[config.mk]
export PLATFORM = sky130hd
export DESIGN_NAME = tx_frame_arbiter
export DESIGN_NICKNAME = d
export VERILOG_FILES = /design/src/rtl/tx_frame_arbiter.sv
export SDC_FILE = /design/constraint.sdc
export NUM_CORES = 1
export LEC_CHECK = 0
export CAP_MARGIN = 40
export CORE_AREA = 8 8 99 101
export CTS_CLUSTER_SIZE = 25
export DETAILED_ROUTE_END_ITERATION = 10
export DIE_AREA = 0 0 107 109
export MAX_ROUTING_LAYER = met4
export PLACE_DENSITY = 0.83
export SYNTH_ARGS = -nofsm -noshare
export SYNTH_HDL_FRONTEND = slang
export SYNTH_SLANG_ARGS = --single-unit
[constraint.sdc]
create_clock -name i_clk -period 3.5 [get_ports i_clk]
set_clock_uncertainty 0.15 [all_clocks]
set_input_delay 0.525 -clock i_clk [delete_from_list [all_inputs] [get_ports i_clk]]
set_output_delay 0.525 -clock i_clk [all_outputs]
set_load 0.02 [all_outputs]
[src/rtl/tx_frame_arbiter.sv]
// tx_frame_arbiter: frame-granular round-robin arbiter feeding the single AXI-Stream slave port of tx_mac.
//
// Ports:
//   i_clk          clock
//   i_reset_n      asynchronous reset, active high (name kept for compatibility with the existing codebase)
//   s_axis_*       NUM_SRC packed source streams; source k uses slice k of each bus
//   s_axis_trdy    per-source ready, only the granted source sees m_axis_trdy
//   m_axis_*       merged stream towards tx_mac
//   i_pause        blocks new grants; a frame already in flight always completes
//   o_grant        index of the current or last granted source
//   o_busy         high while a frame is being transferred
//   o_frame_cnt    number of completed frames, wrapping
module tx_frame_arbiter #(
    parameter int NUM_SRC    = 4,
    parameter int DATA_WIDTH = 32,
    parameter int KEEP_WIDTH = DATA_WIDTH / 8,
    parameter int CNT_WIDTH  = 32
) (
    input  logic                          i_clk,
    input  logic                          i_reset_n,
    input  logic [NUM_SRC*DATA_WIDTH-1:0] s_axis_tdata,
    input  logic [NUM_SRC*KEEP_WIDTH-1:0] s_axis_tkeep,
    input  logic [NUM_SRC-1:0]            s_axis_tvalid,
    input  logic [NUM_SRC-1:0]            s_axis_tlast,
    output logic [NUM_SRC-1:0]            s_axis_trdy,
    output logic [DATA_WIDTH-1:0]         m_axis_tdata,
    output logic [KEEP_WIDTH-1:0]         m_axis_tkeep,
    output logic                          m_axis_tvalid,
    output logic                          m_axis_tlast,
    input  logic                          m_axis_trdy,
    input  logic                          i_pause,
    output logic [$clog2(NUM_SRC)-1:0]    o_grant,
    output logic                          o_busy,
    output logic [CNT_WIDTH-1:0]          o_frame_cnt
);
    localparam int GW = $clog2(NUM_SRC);
    localparam logic [0:0] IDLE = 1'b0;
    localparam logic [0:0] XFER = 1'b1;

    logic [0:0]    state;
    logic [GW-1:0] next_grant;
    logic          xfer;

    // Scan downward so the smallest offset after the last grant is assigned last and wins.
    always_comb begin
        next_grant = o_grant;
        for (int i = NUM_SRC; i > 0; i--)
            if (s_axis_tvalid[(int'(o_grant) + i) % NUM_SRC])
                next_grant = GW'((int'(o_grant) + i) % NUM_SRC);
    end

    assign xfer          = (state == XFER);
    assign o_busy        = xfer;
    assign m_axis_tvalid = xfer & s_axis_tvalid[o_grant];
    assign m_axis_tlast  = xfer & s_axis_tlast[o_grant];
    assign m_axis_tdata  = xfer ? s_axis_tdata[o_grant*DATA_WIDTH +: DATA_WIDTH] : '0;
    assign m_axis_tkeep  = xfer ? s_axis_tkeep[o_grant*KEEP_WIDTH +: KEEP_WIDTH] : '0;
    assign s_axis_trdy   = (xfer & m_axis_trdy) ? (NUM_SRC'(1) << o_grant) : '0;

    // The grant stays locked until the tlast beat is accepted, so frames never interleave.
    always_ff @(posedge i_clk or posedge i_reset_n) begin
        if (i_reset_n) begin
            state       <= IDLE;
            o_grant     <= GW'(NUM_SRC - 1);
            o_frame_cnt <= '0;
        end else if (state == IDLE) begin
            if (!i_pause && |s_axis_tvalid) begin
                o_grant <= next_grant;
                state   <= XFER;
            end
        end else if (m_axis_tvalid && m_axis_trdy && m_axis_tlast) begin
            o_frame_cnt <= o_frame_cnt + 1'b1;
            state       <= IDLE;
        end
    end
endmodule

==> run metrics <==
Worst Setup SP=o_grant[0]; # nets final=655; Sink Count=35; Post-synth EDFFs=0; total gr overflow=0; I/O Pins=233; Largest stage delay, worst path=0.70 ns; Die Span Y=109 um; DR pass1 iterations=4; endpoints failing setup=0; CTS tree=yes; Initial Utilization=35.2%; row cnt=34; Crit path depth=4; Worst Max-Slew Pin Slew=0.811 ns; Leak=0.00214 uW; Tot Pwr=3430 uW; final hold vios=0; 1st-iter DRT viols=115; Synth cell types=36; Syn. warnings=0; clock-pin slew on the worst setup and hold paths=0.07 ns; Power Dens Cells=622 nW/um^2; # Post-CTS Setup Buffers=0; Die X-Extent=107 um; Tmin final=3.23 ns; RSZ-0062 raised after global routing=false; CTS Hold Bufs=0; worst hold path class=flip-flop to flip-flop; Placer Congestion=0.849; relative slew slack=45.9%; register area share after synthesis=29.8%; DR vias=3126; FILL cells=643; Finished Core Util=65.8%; final worst-path cycle share=92.4%; RR Startpoint=o_grant[0]; worst-path maximum fanout=8; H-tree levels=2; Clk Latency, worst-skew pair=0.28 ns; Primary FF master, synth=dfrtp_1; Worst Path Buf+Inv=2; final-report max-slew violation count=0; Avg Cell Area, Syn=11.2 um^2; R2R Setup Slk=0.87 ns; reg-to-reg endpoint=o_frame_cnt[26]; antenna violations before repair=2; Mapped Area=2950 um^2; f_max=309 MHz; syn_nets=425; reg2reg path depth=6; largest net degree at the start of global routing=48; Vias/cell=5.17; Max Cap Viol=0; share of layout cells above drive strength 1=12.1%; Max VDD drop=0.435 mV; Synth Instances=264; Routed Wire Length=13100 um; worst path cell trace=buf_4 > mux4_2 > and2_1 > clkdlybuf4s50_1; Root Driver=clkbuf_8; slowest cell on the critical path=dfstp_2; Residual DRC=0; share of async-settable or async-resettable flops after synthesis=100%; Avg WL per Cell=21.6 um; first-pass GRT wire length=19700 um; delay-heaviest family, CP=buffers and inverters; status=finished, final reports clean; Seq cells post-synth=35; CP Launch Type=flip-flop; antenna-violating nets left=0; synthesis-to-layout area growth=87.1%; CP endpoint=m_axis_tlast; GR Util All Layers=22.9%; Critical Path Sink Type=output pin; Inserted Clock Buffers=5; die area=11700 um^2; Worst Path Required=2.82 ns; setup TNS=0 ns; Max clock buf depth=2; Resized cells post-CTS=0; critical path arrival=2.56 ns; hpwl dp=11300 um; vias in the first global route=3456; CP Class=flip-flop to output pin; placeable core area=8380 um^2; IO Port Bufs=232
==> sequential cells by signal (all words and copies together), names as in the netlist <==
signal       flops
o_frame_cnt     32
o_grant          2
o_busy           1
==> worst min path at each step <==
stage | start | endpoint | slack, ns | depth (start not counted)
2_1_floorplan | o_frame_cnt[31] | o_frame_cnt[31] | 0.43 | 1
3_3_place_gp | o_frame_cnt[31] | o_frame_cnt[31] | 0.31 | 1
3_5_place_dp | o_frame_cnt[31] | o_frame_cnt[31] | 0.32 | 1
4_1_cts | o_frame_cnt[31] | o_frame_cnt[31] | 0.33 | 1
5_1_grt | o_frame_cnt[31] | o_frame_cnt[31] | 0.35 | 1
6_report | o_frame_cnt[31] | o_frame_cnt[31] | 0.33 | 1
==> stage by stage <==
| stage | cells | cell area [um^2] | hold slack [ns] | setup slack (ns) |
|---|---|---|---|---|
| final | 605 | 5510 | 0.329 | 0.266 |
| after global routing | 605 | 5510 | 0.350 | 0.146 |
| after CTS | 603 | 5510 | 0.329 | 0.229 |
| after detailed placement | 595 | 5420 | 0.316 | 0.423 |
| after global placement | 594 | 5410 | 0.312 | 0.453 |
| after floorplan | 264 | 2950 | 0.432 | 0.834 |
==> power by group <==
part           total (uW)  internal (uW)  switching (uW)
combinational        2590           1400            1190
clock                 284            139             145
sequential            557            454             103
==> cell type report <==
class,instances,area [um^2],area share [%]
timing repair buffer,239,2410,43.7
tap,108,135,2.45
clock buffer,6,72.6,1.32
antenna,2,5.00,0.0908
sequential,35,878,15.9
inverter,10,37.5,0.681
multi-input combinational,203,1960,35.6
clock inverter,2,12.5,0.227
==> kinds of logic after synthesis <==
logic type | after synthesis | share of synthesized area (%)
multiplexers | 41 | 30.1
AND/OR/NAND/NOR | 111 | 22.1
AO/OA/AOI/OAI | 15 | 3.10
flip-flops | 35 | 29.8
adder cells (fa/ha/maj) | 5 | 2.12
XOR/XNOR | 31 | 9.21
buffers and inverters | 26 | 3.52
==> routing by layer <==
metal	vias up	wire, um	share of wire [%]	GRT usage (%)
li1	1430	-	-	-
met1	1529	4740	36	23.7
met2	157	6900	53	41.0
met3	10	1320	10	8.51
met4	0	112	0.86	3.72
met5	-	0	0	-
==> placed cells by master (no fill, tap or decap), types with 10 or more instances in the layout <==
cell,count
and2_1,40
xnor2_1,20
inv_1,10
xor2_1,11
clkdlybuf4s50_1,232
mux4_2,38
nor2_1,14
dfrtp_1,33
nand3_1,11
nand2_1,13
==> cell usage after synthesis (2+ instances only) <==
cell type  instances  area share [%]
inv_1             10             1.3
xnor2_1           20             5.9
ha_1               5             2.1
nor4_1             3            0.64
a21oi_1            3            0.51
nand4_1            7             1.5
nor3_1             5            0.85
dfrtp_1           33              28
or2_1              2            0.42
nand4_2            2            0.85
and2_1            40             8.5
nor2_1            14             1.8
mux4_2            38              29
nand2b_1           3            0.64
clkbuf_1          10             1.3
and4_1             2            0.59
mux2i_1            2            0.68
xor2_1            11             3.3
buf_2              5            0.85
o21ai_0            6             1.0
nand3_1           11             1.9
and3_1             5             1.1
nand2_1           13             1.7
dfstp_2            2             1.8
No activity file was read; power rests on OpenSTA's default activity.
